**config.mk**
```make
export PLATFORM = sky130hd
export DESIGN_NAME = mlaccel_insn_fetch
export DESIGN_NICKNAME = d
export VERILOG_FILES = /design/src/rtl/mlaccel_insn_fetch.sv
export SDC_FILE = /design/constraint.sdc
export NUM_CORES = 1
export LEC_CHECK = 0
export ABC_AREA = 1
export ABC_CLOCK_PERIOD_IN_PS = 5430
export BUFFER_PORTS_ARGS = -buffer_cell sky130_fd_sc_hd__buf_2
export CAP_MARGIN = 15
export CORE_ASPECT_RATIO = 0.5
export CORE_MARGIN = 3
export CORE_UTILIZATION = 58
export CTS_CLUSTER_SIZE = 25
export DETAILED_ROUTE_END_ITERATION = 16
export GPL_ROUTABILITY_DRIVEN = 0
export PLACE_DENSITY_LB_ADDON = 0.05
export SETUP_SLACK_MARGIN = 0.2
export SLEW_MARGIN = 0
export SYNTH_ARGS = -nofsm -noshare
export SYNTH_HDL_FRONTEND = slang
export SYNTH_SLANG_ARGS = --single-unit
```
**constraint.sdc**
```tcl
create_clock -name clock -period 5.43 [get_ports clock]
set_input_delay 0.2715 -clock clock [delete_from_list [all_inputs] [get_ports clock]]
set_output_delay 0.2715 -clock clock [all_outputs]
set_load 0.02 [all_outputs]
```
**src/rtl/mlaccel_insn_fetch.sv**
```systemverilog
// mlaccel_insn_fetch
//
// Instruction fetch and issue stage that sits between the host command
// state machine and mlaccel_compute. A start pulse begins reading 32-bit
// instruction words from main memory over the shared smem port. HALT and
// JUMP opcodes are consumed here and never forwarded. All other words are
// buffered in a small FIFO and handed to the compute unit over a
// valid/ready handshake.
//
// Ports
//   clock       system clock, all logic on posedge
//   reset       synchronous, active-high
//   start       one-cycle pulse: begin fetching at addr (ignored while busy)
//   stop        one-cycle pulse: abort the running program (wins over start)
//   addr        start address, sampled only on an accepted start
//   busy        high from accepted start until fully idle again
//   smem_valid  memory read request, held until smem_ready
//   smem_ready  one-cycle pulse: smem_data valid, request retired
//   smem_addr   word address of the request, stable while smem_valid
//   smem_data   instruction word, valid with smem_ready
//   comp_valid  FIFO head valid
//   comp_ready  compute accepts the head when comp_valid && comp_ready
//   comp_insn   FIFO head instruction, holds its last value when empty
module mlaccel_insn_fetch #(
  parameter int         FIFO_DEPTH = 4,
  parameter logic [6:0] OP_HALT    = 7'h00,
  parameter logic [6:0] OP_JUMP    = 7'h01
) (
  input  logic        clock,
  input  logic        reset,
  input  logic        start,
  input  logic        stop,
  input  logic [15:0] addr,
  output logic        busy,
  output logic        smem_valid,
  input  logic        smem_ready,
  output logic [15:0] smem_addr,
  input  logic [31:0] smem_data,
  output logic        comp_valid,
  input  logic        comp_ready,
  output logic [31:0] comp_insn
);

  localparam int               PTR_W   = (FIFO_DEPTH > 1) ? $clog2(FIFO_DEPTH) : 1;
  localparam int               CNT_W   = PTR_W + 1;
  localparam logic [CNT_W-1:0] DEPTH_C = CNT_W'(FIFO_DEPTH);

  typedef enum logic [1:0] {IDLE, FETCH, DRAIN, ABORT} state_t;

  state_t           state;
  state_t           state_nxt;
  logic [15:0]      pc;
  logic [15:0]      pc_nxt;
  logic [CNT_W-1:0] count;
  logic [CNT_W-1:0] count_pop;
  logic [CNT_W-1:0] count_nxt;
  logic [PTR_W-1:0] rd_ptr;
  logic [PTR_W-1:0] rd_ptr_nxt;
  logic [PTR_W-1:0] wr_ptr;
  logic [31:0]      fifo_mem [FIFO_DEPTH];
  logic [31:0]      head_nxt;
  logic             retire;
  logic             pop;
  logic             push;
  logic             clear;
  logic             issue;
  logic             pending_after;

  assign comp_valid = (count != '0);
  // smem_ready with nothing outstanding is a protocol error and is ignored.
  assign retire     = smem_valid && smem_ready;
  assign pop        = comp_valid && comp_ready;
  assign count_pop  = count - CNT_W'(pop);
  assign rd_ptr_nxt = rd_ptr + PTR_W'(pop);
  // A request still in flight after this edge; the arbiter has committed to
  // it, so it is never withdrawn early.
  assign pending_after = smem_valid && !smem_ready;

  always_comb begin
    state_nxt = state;
    pc_nxt    = pc;
    push      = 1'b0;
    clear     = 1'b0;
    unique case (state)
      IDLE: begin
        // stop wins over a simultaneous start
        if (start && !stop) begin
          state_nxt = FETCH;
          pc_nxt    = addr;
        end
      end
      FETCH: begin
        if (stop) begin
          // a word retiring in this same cycle is discarded
          clear     = 1'b1;
          state_nxt = pending_after ? ABORT : IDLE;
        end else if (retire) begin
          if (smem_data[6:0] == OP_HALT) begin
            state_nxt = DRAIN;
          end else if (smem_data[6:0] == OP_JUMP) begin
            pc_nxt = smem_data[31:16];
          end else begin
            push   = 1'b1;
            pc_nxt = pc + 16'd1;
          end
        end
      end
      DRAIN: begin
        if (stop) begin
          clear     = 1'b1;
          state_nxt = pending_after ? ABORT : IDLE;
        end else if (count_pop == '0) begin
          state_nxt = IDLE;
        end
      end
      ABORT: begin
        if (retire) state_nxt = IDLE;
      end
      default: state_nxt = IDLE;
    endcase

    count_nxt = clear ? '0 : (count_pop + CNT_W'(push));

    // Issue gating counts the buffered words plus the request that would be
    // outstanding, so the FIFO can never overflow. The new request is
    // launched in the same edge that retires the previous one.
    issue = (state_nxt == FETCH) && !pending_after && (count_nxt < DEPTH_C);

    // comp_insn is registered: it tracks the next head, bypasses a push into
    // an empty FIFO, and holds the last value when the FIFO goes empty.
    if (count_nxt == '0) begin
      head_nxt = comp_insn;
    end else if (count_pop == '0) begin
      head_nxt = smem_data;
    end else begin
      head_nxt = fifo_mem[rd_ptr_nxt];
    end
  end

  always_ff @(posedge clock) begin
    if (reset) begin
      state      <= IDLE;
      busy       <= 1'b0;
      smem_valid <= 1'b0;
      smem_addr  <= '0;
      pc         <= '0;
      count      <= '0;
      rd_ptr     <= '0;
      wr_ptr     <= '0;
      comp_insn  <= '0;
    end else begin
      state     <= state_nxt;
      busy      <= (state_nxt != IDLE);
      pc        <= pc_nxt;
      count     <= count_nxt;
      comp_insn <= head_nxt;
      if (issue) begin
        smem_valid <= 1'b1;
        smem_addr  <= pc_nxt;
      end else if (retire) begin
        smem_valid <= 1'b0;
      end
      if (clear) begin
        rd_ptr <= '0;
        wr_ptr <= '0;
      end else begin
        rd_ptr <= rd_ptr_nxt;
        wr_ptr <= wr_ptr + PTR_W'(push);
      end
    end
  end

  // Buffer storage carries data only and needs no reset.
  always_ff @(posedge clock) begin
    if (push) fifo_mem[wr_ptr] <= smem_data;
  end

endmodule

```
Word-level counts from Yosys, hierarchy flattened:

Memories as Yosys holds them, arrays and structs flattened.
Index checks and enable logic that the tools add are counted.

* add/sub/neg operators: 5
* $lt $le $gt $ge: 1
* equality and inequality tests: 5
* multiplexer cells: 28
* reductions and logical operators: 18

Operators by type and width (number)
* $mux W16: 5
* $mux W32: 1
* $pmux W16 S2: 1
* $add A16 B1 Y16 const B: 1
* $mux W2: 8
* $mux W1: 11
* $pmux W2 S4: 1
* $eq A7 B1 Y1 const B: 1
* $logic_not A7 Y1: 1
* $logic_and A1 B1 Y1: 6
* $logic_not A3 Y1: 2
* $add A2 B1 Y2: 2
* $eq A2 B1 Y1 const B: 2
* $eq A2 B2 Y1 const B: 2
* $reduce_bool A2 Y1: 2
* $reduce_or A2 Y1: 2
* $add A3 B1 Y3: 1
* $logic_not A1 Y1: 3
* $lt A3 B3 Y1 const B: 1
* $mux W3: 1
* $reduce_bool A3 Y1: 1
* $sub A3 B1 Y3: 1
* $logic_not A2 Y1: 1

* register bits after elaboration: 75
* RAM bits: 128
* output and inout port bits: 51
* logic and storage cells: 67
* memories kept: 1

Memory list
* fifo_mem: depth 4, bits a word 32, rd ports 1, clocked after memory_dff 0, write ports 1, RTL line 60 `logic [31:0] fifo_mem [FIFO_DEPTH];`

Logic depth before layout (Yosys ltp):

* depth after elaboration: 11
* depth in mapped cells: 16
* gate-level depth less buffers: 15

Least setup slack after synthesis:

No wires, ideal clock.

* kind: flip-flop to flip-flop
* start: reg smem_valid
* end: mem fifo_mem[0][0] (enable)
* library setup time: 461 ps
* arrival time: 3723 ps
* required time: 4969 ps
* path slack: 1246 ps
* stages on the path, launching flop included: 10
* path buffers: 1
* clock period less this slack: 4184 ps
* cells stage by stage: dfxtp_1 -> nand2_1 -> inv_1 -> nand2_1 -> a21oi_1 -> inv_1 -> clkbuf_1 -> nor3_1 -> inv_1 -> nor3_1

* word-level cells in the longest chain between the ends: 6

Ends and longest elaborated chain
* from (decl): RTL line 35 `output logic smem_valid,`
* from (signal assigned): RTL line 144 `smem_valid <= 1'b0;`
* from (signal assigned): RTL line 158 `smem_valid <= 1'b1;`
* from (signal assigned): RTL line 161 `smem_valid <= 1'b0;`
* $logic_and A1 B1 Y1: RTL line 71 `assign retire = smem_valid && smem_ready;`
* $mux W1: RTL line 97 `end else if (retire) begin`
* $mux W1: RTL line 93 `if (stop) begin`
* $mux W1: RTL line 84 `unique case (state)`
* $mux W1: RTL line 175 `if (push) fifo_mem[wr_ptr] <= smem_data;`
* $mux W1 (implied by the code): RTL line 175
* to (decl): RTL line 60

Every way passes these cells.

Worst setup path in the final report:

* start: in smem_data[6]
* end: reg comp_insn[11]

* word-level cells in the longest chain between the ends: 9

Ends and longest elaborated chain
* from (decl): RTL line 38 `input logic [31:0] smem_data,`
* $eq A7 B1 Y1: RTL line 100 `end else if (smem_data[6:0] == OP_JUMP) begin`
* $mux W1: RTL line 100
* $mux W1 (*): RTL line 98 `if (smem_data[6:0] == OP_HALT) begin`
* $mux W1 (*): RTL line 97
* $mux W1 (*): RTL line 93
* $mux W1 (*): RTL line 84
* $add A3 B1 Y3 (*): RTL line 122 `count_nxt = clear ? '0 : (count_pop + CNT_W'(push));`
* $mux W3 (*): RTL line 122
* $logic_not A3 Y1 (*): RTL line 131 `if (count_nxt == '0) begin`
* to (signal assigned): RTL line 156 `comp_insn <= head_nxt;`
* to (decl): RTL line 41 `output logic [31:0] comp_insn`

Every way passes the cells marked *; elsewhere a longest branch is shown, timed or not.
A chain may end at the register's enable or synchronous reset.

==> impl_metrics.csv <==
group,metric,value,unit
status,outcome,"finished clean",
sta,slew_headroom,40.3,%
critical_path,cp_top_family,"buffers and inverters",
critical_path,crit_path_cell_trace,"dlygate4sd3_1 -> buf_2 -> inv_1 -> nand2_1 -> nor2_1 -> a21oi_1 -> buf_4 -> inv_1 -> nor3_1 -> ha_1 -> ha_1 -> inv_1 -> nand2_1 -> o21ai_4 -> buf_4 -> a21oi_1 -> a21oi_1 -> nor2_1",
logic_synthesis,synth_top_area_share,41.9,%
sta,whs,0.0169,ns
sta,setup_violations,0,
critical_path,start_kind,"input port",
detailed_routing,drt_wl_total,21700,um
clock_tree,cts.sinks,203,
grt,grt_use_total,24.5,%
floorplanning,die_area,0.0175,mm2
floorplanning,fp.dieW,184,um
logic_synthesis,netlist_area,0.00918,mm2
floorplanning,initial_core_util,61.3,%
sta,skew,0.0169,ns
logic_synthesis,yosysSeqAreaShare,58.2,%
critical_path,endpoint_kind,"flip-flop",
layout,fin_nets,1191,
placed_design,place_area,0.00986,mm2
logic_synthesis,yosysTopAreaCell,"edfxtp_1",
detailed_routing,wl_per_cell,16.2,um
detailed_routing,ant_nets,0,
placed_design,io_buffers,104,
sta,post-route-period-util,66.8,%
layout,fin_area,0.0105,mm2
detailed_routing,viasPerCell,5.49,
sta,tightestPinTransition,0.895,ns
clock_tree,clock_latency,0.49,ns
clock_tree,numCtsBuffers,18,
critical_path,cp.required,5.78,ns
critical_path,path_buf_inv,7,
layout,instances_no_fill,1336,
critical_path,crit_type,"input port to flip-flop",
grt,gr-total-overflow,0,
sta,maxSlewViolCount,0,
hold_path,hp-class,"input port to flip-flop",
placed_design,dp.cells,1299,
floorplanning,die_y,95.0,um
layout,fillers,1164,
detailed_routing,drc,0,
logic_synthesis,syn-instance-count,1038,
critical_path,crit_fanout,64,
placed_design,place.detailed.hpwl,13700,um
flow_run,maxCapViolations,0,
sta,hold_viol,0,
detailed_routing,via_count,7336,
critical_path,cp_slowest_cell,"buf_4",
layout,diodes,0,
logic_synthesis,ys_top_cells_by_area,"edfxtp_1, dfxtp_1, nand2_1",
grt,grt_pass1_wl,34100,um
layout,syn_to_final_growth,14.4,%
clock_tree,h-tree-depth,1,
power,cellLeakagePower,0.00456,uW
grt,grt_pass1_vias,6672,
sta,fin_setup_tns,0,ns
critical_path,worstPathArrival,3.98,ns
grt,antenna_found_initial,0,
logic_synthesis,ys_types,30,
sta,rsz0062_at_grt,"no",
logic_synthesis,syn_avg_cell_area,8.84,um2
power,power_density,583,mW/mm2
sta,fmax,276,MHz
clock_tree,cts.clk_slew.worst_paths,0.07,ns
logic_synthesis,yosysWarnings,0,
power,total_power,6120,uW
floorplanning,core.rowCount,31,
floorplanning,core,0.0150,mm2
critical_path,max_stage_delay,0.57,ns
critical_path,r2r_slack,1.92,ns
clock_tree,clockRootBuffer,"clkbuf_16",
clock_tree,cts_tree,"done",
detailed_routing,drtIter0Drc,728,
detailed_routing,first_pass_iters,5,
clock_tree,clk_path_buf_depth,3,
layout,post_route_cells_drive_above_1_share,14.6,%
power,ir_worst_vdd,0.572,mV
logic_synthesis,ys_seq_elements,203,
logic_synthesis,syn_nets,1103,
grt,grt_max_degree,66,
sta,min_period,3.63,ns
floorplanning,io_pins,105,
## cell usage after synthesis
library cell  count
nand2_2           1
xnor2_1           2
nor2_1          115
a21o_1            2
inv_2             1
xnor2_2           1
a22oi_1          14
a21boi_0          1
nor3_1            5
xnor2_4           1
clkbuf_1         40
o21ai_0          29
buf_2            10
nand2_1         309
o211ai_1         36
nand3_1          78
edfxtp_1        128
a211oi_1          2
nand3b_1          1
a211oi_2          8
ha_1             11
nand4_1           4
buf_1             5
o21bai_1          2
nand3_2           1
o21ai_4           1
inv_1            85
dfxtp_1          75
clkinv_1          2
a21oi_1          68
## layout make-up
| type | count | area [um2] | share of cell area, % |
|---|---|---|---|
| clock buffers | 26 | 510 | 4.86 |
| inverters | 88 | 330 | 3.15 |
| repair buffers | 123 | 686 | 6.53 |
| clock inverters | 6 | 65.1 | 0.620 |
| multi-input cells | 692 | 3310 | 31.6 |
| well taps | 198 | 248 | 2.36 |
| flip-flops and latches | 203 | 5350 | 50.9 |
## power by group
group	switching (uW)	internal, uW
Clock	545	706
Sequential	65.9	1770
Combinational	2080	957
Total	2690	3440
## path summary, 6_finish.rpt
check	from	to	cells past startpoint
worst max-delay path	smem_data[6]	comp_insn[11]$_SDFFE_PP0P_	18
worst min-delay path	smem_data[14]	fifo_mem[0][14]$_DFFE_PP_	1
worst max register to register	state[1]$_SDFF_PP0_	comp_insn[11]$_SDFFE_PP0P_	13
worst min register to register	comp_insn[22]$_SDFFE_PP0P_	comp_insn[22]$_SDFFE_PP0P_	2
## state kept, by name, indices dropped and copies added (netlist names), 2 cells and up
register / flops
pc: 16
count: 3
wr_ptr: 2
smem_addr: 16
state: 2
rd_ptr: 2
comp_insn: 32
fifo_mem: 128
## cell usage in the layout (no fill, tap or decap), types with 2 or more instances in the layout
| master | netlist | final |
|---|---|---|
| a211oi_1 | 2 | 2 |
| a211oi_2 | 8 | 8 |
| a21o_1 | 2 | 2 |
| a21oi_1 | 68 | 68 |
| a22oi_1 | 14 | 14 |
| buf_2 | 10 | 104 |
| buf_4 | 0 | 14 |
| clkbuf_1 | 40 | 5 |
| clkbuf_16 | 0 | 18 |
| clkbuf_8 | 0 | 3 |
| clkinv_1 | 2 | 3 |
| clkinv_2 | 0 | 3 |
| dfxtp_1 | 75 | 75 |
| dlygate4sd3_1 | 0 | 4 |
| edfxtp_1 | 128 | 128 |
| ha_1 | 11 | 10 |
| inv_1 | 85 | 84 |
| inv_2 | 1 | 2 |
| nand2_1 | 309 | 309 |
| nand3_1 | 78 | 78 |
| nand4_1 | 4 | 4 |
| nor2_1 | 115 | 115 |
| nor3_2 | 0 | 4 |
| o211ai_1 | 36 | 36 |
| o21ai_0 | 29 | 29 |
| o21bai_1 | 2 | 2 |
| xnor2_2 | 1 | 2 |
## metrics by stage
step | setup slack, ns | util, %
3_5_place_dp | 1.92 | 65.9
3_3_place_gp | 2.01 | 65.9
5_1_grt | 1.51 | 70.1
2_1_floorplan | 1.25 | -
6_report | 1.80 | 70.1
4_1_cts | 1.82 | 70.0
## cells by family after synthesis
group,synth area share (%)
DFF,58.2
xor gates and xnor gates,0.668
adders and majority gates,1.50
buffers and inverters,5.98
and+or+nand+nor,22.4
AOI/OAI and AO/OA,11.2
## per-layer routing
layer / track usage [%] / wire length, um / up-vias
met5: 0 / 0 / -
met4: 4.34 / 318 / 0
met3: 5.50 / 1740 / 33
met2: 39.0 / 9630 / 257
met1: 35.2 / 10000 / 3411
li1: - / - / 3635
## repair_timing
action                    4_1_cts  5_1_grt
gates resized for setup         0        0
buffers inserted                0        0
hold endpoints to repair       16        0
hold buffers                    4        0
(Power assumes the default switching activity.)
